--- src/rtl/led_mode_controller_pkg.sv ---
// Shared definitions for the LED mode controller.
//   CLOCK_FREQUENCY_HZ : default system clock frequency in Hz
//   state_t            : operating mode (off, blinking, steady on)
//   freq_sel_t         : blink frequency index (1, 2, 5 or 10 Hz)
//   blink_period()     : blink timer period in clock cycles for a frequency index
//   next_mode()        : mode sequence advanced by each mode press
package definitions;

  localparam int unsigned CLOCK_FREQUENCY_HZ = 50_000_000;

  typedef enum logic [1:0] {
    STATE_OFF   = 2'd0,
    STATE_BLINK = 2'd1,
    STATE_ON    = 2'd2
  } state_t;

  typedef enum logic [1:0] {
    FREQ_1HZ  = 2'd0,
    FREQ_2HZ  = 2'd1,
    FREQ_5HZ  = 2'd2,
    FREQ_10HZ = 2'd3
  } freq_sel_t;

  // Cycles between led toggles; clk_hz is a parameter, so this folds to a constant mux.
  function automatic int unsigned blink_period(input int unsigned clk_hz, input freq_sel_t f);
    int unsigned p;
    case (f)
      FREQ_1HZ: p = clk_hz;
      FREQ_2HZ: p = clk_hz / 2;
      FREQ_5HZ: p = clk_hz / 5;
      default:  p = clk_hz / 10;
    endcase
    return p;
  endfunction

  function automatic state_t next_mode(input state_t s);
    state_t n;
    case (s)
      STATE_OFF:   n = STATE_BLINK;
      STATE_BLINK: n = STATE_ON;
      default:     n = STATE_OFF;
    endcase
    return n;
  endfunction

endpackage

--- src/rtl/button_debouncer.sv ---
// Button conditioning: 2-flop synchroniser, rising-edge detector and per-button lockout.
//   clock   : system clock
//   reset_n : asynchronous active-low reset
//   button  : raw asynchronous active-high button
//   press   : one-cycle pulse for each accepted press
// A press is visible on press one cycle before the consumer's registered update, so the
// consumer's outputs change on the 3rd rising edge after the button goes high.
module button_debouncer #(
  parameter int unsigned DEBOUNCE_CYCLES = 4
) (
  input  logic clock,
  input  logic reset_n,
  input  logic button,
  output logic press
);

  localparam int unsigned LockWidth = (DEBOUNCE_CYCLES > 0) ? $clog2(DEBOUNCE_CYCLES + 1) : 1;

  logic                 sync1_q, sync1_d;
  logic                 sync2_q, sync2_d;
  logic                 prev_q, prev_d;
  logic [1:0]           fill_q, fill_d;
  logic                 armed_q, armed_d;
  logic [LockWidth-1:0] lock_q, lock_d;
  logic                 rise;

  always_comb begin
    sync1_d = button;
    sync2_d = sync1_q;
    prev_d  = sync2_q;
    // fill_q[1] marks that sync2_q holds a real sample rather than its reset value.
    fill_d  = {fill_q[0], 1'b1};
    // Only arm once the button has been seen low, so a button held through reset
    // release does not look like a fresh press.
    armed_d = armed_q | (fill_q[1] & ~sync2_q);

    rise  = sync2_q & ~prev_q & armed_q;
    press = rise && (lock_q == '0);

    lock_d = lock_q;
    if (press) begin
      lock_d = LockWidth'(DEBOUNCE_CYCLES);
    end else if (lock_q != '0) begin
      lock_d = lock_q - LockWidth'(1);
    end
  end

  always_ff @(posedge clock or negedge reset_n) begin
    if (!reset_n) begin
      sync1_q <= 1'b0;
      sync2_q <= 1'b0;
      prev_q  <= 1'b0;
      fill_q  <= 2'b00;
      armed_q <= 1'b0;
      lock_q  <= '0;
    end else begin
      sync1_q <= sync1_d;
      sync2_q <= sync2_d;
      prev_q  <= prev_d;
      fill_q  <= fill_d;
      armed_q <= armed_d;
      lock_q  <= lock_d;
    end
  end

endmodule

--- src/rtl/led_mode_controller.sv ---
// LED mode controller: mode button cycles OFF -> BLINK -> ON -> OFF, frequency button
// steps the blink rate 1/2/5/10 Hz.
//   clock       : system clock, rising edge
//   reset_n     : asynchronous active-low reset
//   button_mode : raw mode button (active high)
//   button_freq : raw frequency button (active high)
//   led         : LED drive
//   state       : current mode
//   freq_sel    : blink frequency index
//   blink_tick  : one-cycle pulse on the last cycle of each blink period
module led_mode_controller #(
  parameter int unsigned CLOCK_FREQUENCY_HZ = definitions::CLOCK_FREQUENCY_HZ,
  parameter int unsigned DEBOUNCE_CYCLES    = CLOCK_FREQUENCY_HZ / 100
) (
  input  logic                clock,
  input  logic                reset_n,
  input  logic                button_mode,
  input  logic                button_freq,
  output logic                led,
  output definitions::state_t state,
  output logic [1:0]          freq_sel,
  output logic                blink_tick
);

  import definitions::*;

  localparam int unsigned CntWidth = $clog2(CLOCK_FREQUENCY_HZ);

  if (CLOCK_FREQUENCY_HZ < 10 || (CLOCK_FREQUENCY_HZ % 10) != 0) begin : g_bad_clock
    $error("CLOCK_FREQUENCY_HZ must be at least 10 and a multiple of 10");
  end

  logic                mode_press, freq_press;
  state_t              state_q, state_d;
  freq_sel_t           freq_q, freq_d;
  logic                led_q, led_d;
  logic [CntWidth-1:0] cnt_q, cnt_d;
  logic [CntWidth-1:0] period_m1;
  logic [1:0]          freq_inc;

  button_debouncer #(
    .DEBOUNCE_CYCLES(DEBOUNCE_CYCLES)
  ) u_mode_debouncer (
    .clock  (clock),
    .reset_n(reset_n),
    .button (button_mode),
    .press  (mode_press)
  );

  button_debouncer #(
    .DEBOUNCE_CYCLES(DEBOUNCE_CYCLES)
  ) u_freq_debouncer (
    .clock  (clock),
    .reset_n(reset_n),
    .button (button_freq),
    .press  (freq_press)
  );

  assign period_m1  = CntWidth'(blink_period(CLOCK_FREQUENCY_HZ, freq_q) - 32'd1);
  assign blink_tick = (state_q == STATE_BLINK) && (cnt_q == period_m1);

  always_comb begin
    state_d  = state_q;
    freq_d   = freq_q;
    led_d    = led_q;
    cnt_d    = '0;
    freq_inc = freq_q + 2'd1;

    if (state_q == STATE_BLINK) begin
      if (blink_tick) begin
        led_d = ~led_q;
      end else begin
        cnt_d = cnt_q + CntWidth'(1);
      end
    end

    // A frequency change restarts the period and holds the led, even on a tick cycle.
    if (freq_press) begin
      freq_d = freq_sel_t'(freq_inc);
      cnt_d  = '0;
      led_d  = led_q;
    end

    // Every mode entry starts with the led lit except OFF.
    if (mode_press) begin
      state_d = next_mode(state_q);
      cnt_d   = '0;
      led_d   = (state_d != STATE_OFF);
    end
  end

  always_ff @(posedge clock or negedge reset_n) begin
    if (!reset_n) begin
      state_q <= STATE_OFF;
      freq_q  <= FREQ_1HZ;
      led_q   <= 1'b0;
      cnt_q   <= '0;
    end else begin
      state_q <= state_d;
      freq_q  <= freq_d;
      led_q   <= led_d;
      cnt_q   <= cnt_d;
    end
  end

  assign led      = led_q;
  assign state    = state_q;
  assign freq_sel = freq_q;

endmodule

--- config.mk ---
export PLATFORM = sky130hd
export DESIGN_NAME = led_mode_controller
export DESIGN_NICKNAME = d
export VERILOG_FILES = /design/src/rtl/led_mode_controller_pkg.sv /design/src/rtl/button_debouncer.sv /design/src/rtl/led_mode_controller.sv
export SDC_FILE = /design/constraint.sdc
export NUM_CORES = 1
export LEC_CHECK = 0
export BUFFER_PORTS_ARGS = -buffer_cell sky130_fd_sc_hd__clkbuf_2
export CAP_MARGIN = 20
export CORE_MARGIN = 4
export CORE_UTILIZATION = 45
export CTS_CLUSTER_SIZE = 40
export DETAILED_ROUTE_END_ITERATION = 7
export PLACE_DENSITY = 0.71
export SYNTH_ARGS = -nofsm -noshare
export SYNTH_HDL_FRONTEND = slang
export SYNTH_SLANG_ARGS = --single-unit
--- constraint.sdc ---
create_clock -name clock -period 3.1 [get_ports clock]
set_input_delay 0.62 -clock clock [delete_from_list [all_inputs] [get_ports clock]]
set_output_delay 0.62 -clock clock [all_outputs]
set_load 0.01 [all_outputs]
# Word level (Yosys, flattened, before mapping)
# Index checks and enable logic that the tools add are counted.
# W data, S select, Z words.
# totals
ff_bits	81
latch_bits	0
ramBits	0
mem_bits_ro	0
input_bits	4
out_inout_bits	6
word_cells	69
n_memories	0
# op_classes
n_addsub	5
n_mul	0
n_div	0
order_cmp	0
n_eq_ne	5
n_shift	0
n_mux	15
n_bitwise	13
reduce_logical	15
# ops
operator	count
$mux W26	4
$pmux W26 S3	1
$mux W19	4
$logic_not A19 Y1	2
$reduce_bool A19 Y1	2
$sub A19 B1 Y19 const B	2
$add A26 B1 Y26 const B	1
$eq A26 B26 Y1	1
$sub A26 B1 Y26 const B	1
$reduce_bool A2 Y1	5
$and A1 B1 Y1	6
$not A1 Y1	5
$eq A2 B1 Y1 const B	2
$logic_not A2 Y1	2
$mux W1	4
$pmux W2 S2	1
$logic_and A1 B1 Y1	3
$reduce_and A3 Y1	1
$add A2 B1 Y2 const B	1
$eq A2 B2 Y1 const B	1
$mux W2	1
$ne A2 B2 Y1 const B	1
$or A1 B1 Y1	2

# Logic depth before layout (Yosys ltp)
# depth
depth_word	9
ltp_mapped	9
ltp_nobuf	7

# Cells and area by module
# From an unflattened synthesis, not the netlist that was laid out.
# unflattened
hier_cells	411
hier_area_um2	4217.8
# modules_own_cells
module	instances	cells_per_inst	area_each_um2	seq_area_each_um2
led_mode_controller	1	200	1936.9	775.7
button_debouncer (u_mode_debouncer)	1	108	1157.4	625.6
button_debouncer (u_freq_debouncer)	1	103	1123.6	625.6

# Least setup slack after synthesis
# Ideal clock, no wire load.
# synth_timing
kind	flip-flop to output port
from	register freq_q[0], in the netlist freq_sel[0]
to	output blink_tick
arrival_time_ns	1.864
required_ns	2.480
path_slack_ns	0.616
path_stages_with_launch	7
n_path_buf	0
path_cell_list	dfrtp_1 inv_1 ha_1 xnor2_1 o2111ai_1 or4_4 nor2_1
# synth_between
elab_chain_cells	5
word_cells_on_any_way	7
cone_classes	add/sub: 1; eq/ne: 3; mux: 1; reduce/logical: 2
# synth_lines
item	line_no	source
start: declaration	led_mode_controller.sv:35	freq_sel_t freq_q, freq_d;
start signal: assignment	led_mode_controller.sv:100	freq_q <= freq_d;
$eq A2 B2 Y1 (tied with other cells)	led_mode_controller_pkg.sv:27	case (f)
$pmux W26 S3 (*)	led_mode_controller_pkg.sv:27	
$sub A26 B1 Y26 (*)	led_mode_controller.sv:59	assign period_m1 = CntWidth'(blink_period(CLOCK_FREQUENCY_HZ, freq_q) - 32'd1);
$eq A26 B26 Y1 (*)	led_mode_controller.sv:60	assign blink_tick = (state_q == STATE_BLINK) && (cnt_q == period_m1);
$logic_and A1 B1 Y1 (*)	led_mode_controller.sv:60	
end: declaration	led_mode_controller.sv:22	output logic blink_tick
# Every way passes the cells marked *; elsewhere a longest branch is shown, timed or not.

# Worst setup path in the final report
# Ends and elaborated chain as after synthesis.

==> results.md <==
* Post-Synth Simple-Gate Area at 0.237
* Post-Synth Adder-Cell Area at 0.0343
* Distinct cells, synth at 59
* Switch Pwr at 0.909 mW
* I/O pin cnt at 10
* Leak Pwr at 1.85 nW
* Total Routed Length at 7500 µm
* Max cap viols at 0
* Die area at 10500 µm²
* Total grt overflow at 0
* Diode count at 0
* Most instantiated cells after synthesis: 79 x dfrtp_1, 38 x nor3_1, 27 x nand2_1, 26 x xnor2_1
* Largest family of logic cells by synthesized area: simple AND/OR/NAND/NOR gates
* Crit start category: flop
* IO Port Bufs at 9
* Chip Width at 102 µm
* Vias at 2876
* Row count at 34
* Relative slew slack at 0.576
* Nets@finish at 415
* XOR/XNOR Fraction of Synth Area at 0.117
* Arr. time, crit path at 2.37 ns
* Setup TNS Final at 0 ns
* Sequential-to-total area share from yosys stat at 0.493
* Core area at 8680 µm²
* Synth Flop Type: dfrtp_1
* Fin. Hold Viols at 0
* TritonCTS clock tree: yes
* Syn Nets at 399
* Gate power share at 0.182
* Worst-path maximum fanout at 9
* Final setup vio count at 0
* Top Family by Delay on Critical Path: simple AND/OR/NAND/NOR gates
* RSZ-0062 raised after global routing: no
* First DRT Iteration DRCs at 117
* Vias in the first global route at 2773
* CTS Hold Bufs at 0
* Initial core utilization at 0.462
* First-pass GRT wire length at 13200 µm
* Synth Area in Compound Gates at 0.0749
* Tcrit/Tclk final at 0.963
* CTS clk-pin slew, worst paths at 0.10 ns
* YS warnings at 0
* Status: finished clean
* Synth Instances at 384
* Largest net degree at the start of global routing at 80
* CP bufs+invs at 2
* Post-DP HPWL at 5100 µm
* CP max stage delay at 0.57 ns
* Worst Hold Class: in -> async
* Clock Power Share at 0.292
* Critical Path RT at 2.48 ns
* Yosys reg bits at 79
* GPL Wtd Cong at 0.896
* Clock Latency Late Sink at 0.35 ns
* Post-CTS sizing at 1
* Ys async rst share at 1.00
* Via density per instance at 5.61
* CTS Sinks at 79
* DP Cell Count at 496
* Worst setup path class: reg -> out
* Post-Syn Area at 4010 µm²
* Seq pwr share at 0.526
* Mux contribution to synthesized area at 0.0156
* Post-Syn Area per Cell at 10.4 µm²
* FMAX at 335 MHz
* Final total power at 2.79 mW
* Top post-synthesis cells by area: dfrtp_1 49%, xnor2_1 5.7%, xor2_1 5.5%, nor3_1 4.7%, ha_1 3.4%
* Antenna Nets Post-Route at 0
* H-tree levels at 3
* Initial antenna violation count at 0
* EDFF count, synth at 0
* CP cell instances: inv_1 > ha_1 > xnor2_1 > o2111ai_1 > or4_4 > nor2_1 > clkbuf_2
* Clock Path Buffers at 2
* CP endpoint kind: output port
* Drt drc at 0
* PwrDens at 633 nW/µm²
* Util after Layout at 0.509
* Clock skew at 0.0192 ns
* Yosys top cell by area: dfrtp_1
* Layout cells sized above 1 at 0.121
* Root buffer cell: clkbuf_8
* Post-CTS Setup Bufs at 0
* Yosys top cell area share at 0.493
* TritonRoute pass-1 iters at 4
* CP max-delay cell: or4_4
* VDD IR max at 0.324 mV
* Int Power at 1.89 mW
* CTS Buf Count at 9
* Most common cell in the netlist: dfrtp_1
* Worst-Margin Slew at 0.632 ns
* Non-filler cells, final at 513
* Drt wl/cell at 14.6 µm
* Area growth from synthesis to layout at 10.1%
* Final slew viol count at 0
* Switch share at 0.325
* Die height at 102 µm
* Gr usage total at 0.160
* Minimum clock period at 2.99 ns
==> cell families after synthesis <==
logic type               after synthesis
flip-flops                            79
multiplexers                           6
AO/OA/AOI/OAI                         42
XOR/XNOR                              52
AND/OR/NAND/NOR                      170
buffers and inverters                 23
adder cells (fa/ha/maj)               11
other                                  1
==> flip-flops by register name, summed over array words and instances, names as in the netlist <==
name and flops:
u_mode_debouncer.lock_q 19, state 2, u_mode_debouncer.prev_d 1, u_freq_debouncer.prev_d 1, u_freq_debouncer.lock_q 19, cnt_q 26
freq_sel 2, u_mode_debouncer.sync1_q 1, u_mode_debouncer.prev_q 1, led 1, u_mode_debouncer.armed_q 1, u_freq_debouncer.armed_q 1
u_freq_debouncer.sync1_q 1, u_freq_debouncer.prev_q 1, u_freq_debouncer.fill_q 2
==> power groups by stage <==
stage | Combinational, mW | Sequential, mW | Clock, mW
after floorplan | 0.400 | 1.44 | 0
after global placement | 0.483 | 1.48 | 0
after detailed placement | 0.508 | 1.49 | 0
after CTS | 0.508 | 1.47 | 0.845
after global routing | 0.584 | 1.50 | 0.885
final | 0.508 | 1.47 | 0.816
==> final cells by class <==
class | count | area, µm²
Clock buffer | 9 | 124
Clock inverter | 7 | 86.3
Fill cell | 778 | 4260
Inverter | 12 | 45.0
Multi-Input combinational cell | 282 | 1930
Sequential cell | 79 | 1980
Tap cell | 108 | 135
Timing Repair Buffer | 16 | 120
==> through the flow <==
stage               worst slack (ns)  instance area (µm²)  hold WS [ns]
finish                         0.113                 4410         0.104
global route                 0.00460                 4410        0.0913
CTS                            0.102                 4390         0.342
detailed placement             0.382                 4180         0.336
global placement               0.542                 4180         0.333
floorplan                      0.616                 4010         0.324
==> per-layer routing <==
layer | global-route usage | vias up | wire length (µm)
met1 | 0.223 | 1407 | 3730
met2 | 0.237 | 55 | 3420
li1 | - | 1404 | -
met3 | 0.0396 | 10 | 239
met5 | 0 | - | 0
met4 | 0.0696 | 0 | 109
==> cell usage in the layout (no fill, tap or decap), types with 2 or more instances in the layout <==
cell type	instances
nor3b_1	2
nand4b_1	2
clkbuf_8	9
ha_1	11
a41oi_1	2
and2_1	3
a211oi_1	6
inv_8	2
nor4_1	8
nor3_2	2
nand3b_1	4
nor2_1	25
o2111ai_1	3
inv_6	3
o31ai_1	2
a21oi_1	2
nand2_1	27
inv_1	12
a31oi_1	4
nand3_1	18
mux2i_1	4
clkbuf_2	8
and4_1	2
nor3_1	38
and3_1	10
nand2b_1	3
buf_4	7
xor2_1	25
mux2_2	2
o21ai_0	8
dfrtp_1	78
or2_2	2
xnor2_1	26
a21o_1	4
o21bai_1	2
nand4_1	9
o31a_1	2
==> path summary, 6_finish.rpt <==
check | start | end | slack [ns] | cells past startpoint
min in group clock | u_mode_debouncer.sync1_q$_DFF_PN0_ | u_mode_debouncer.prev_d$_DFF_PN0_ | 0.35 | 0
min | reset_n | u_mode_debouncer.sync1_q$_DFF_PN0_ | 0.10 | 1
max in group asynchronous | reset_n | cnt_q[1]$_DFF_PN0_ | 2.41 | 2
min reg2reg | u_mode_debouncer.sync1_q$_DFF_PN0_ | u_mode_debouncer.prev_d$_DFF_PN0_ | 0.35 | 0
max reg2reg | freq_sel[0]$_DFFE_PN0P_ | cnt_q[3]$_DFF_PN0_ | 0.56 | 8
max | freq_sel[0]$_DFFE_PN0P_ | blink_tick | 0.11 | 7
==> worst reg2reg max path, delay by kind of cell, from the launching register on <==
kind                     cells  cell delay [ns]
XOR/XNOR                     1             0.16
AO/OA/AOI/OAI                2             0.51
AND/OR/NAND/NOR              2             0.58
flip-flops                   1             0.47
buffers and inverters        2             0.45
adder cells (fa/ha/maj)      1             0.24
(Power assumes the default switching activity.)
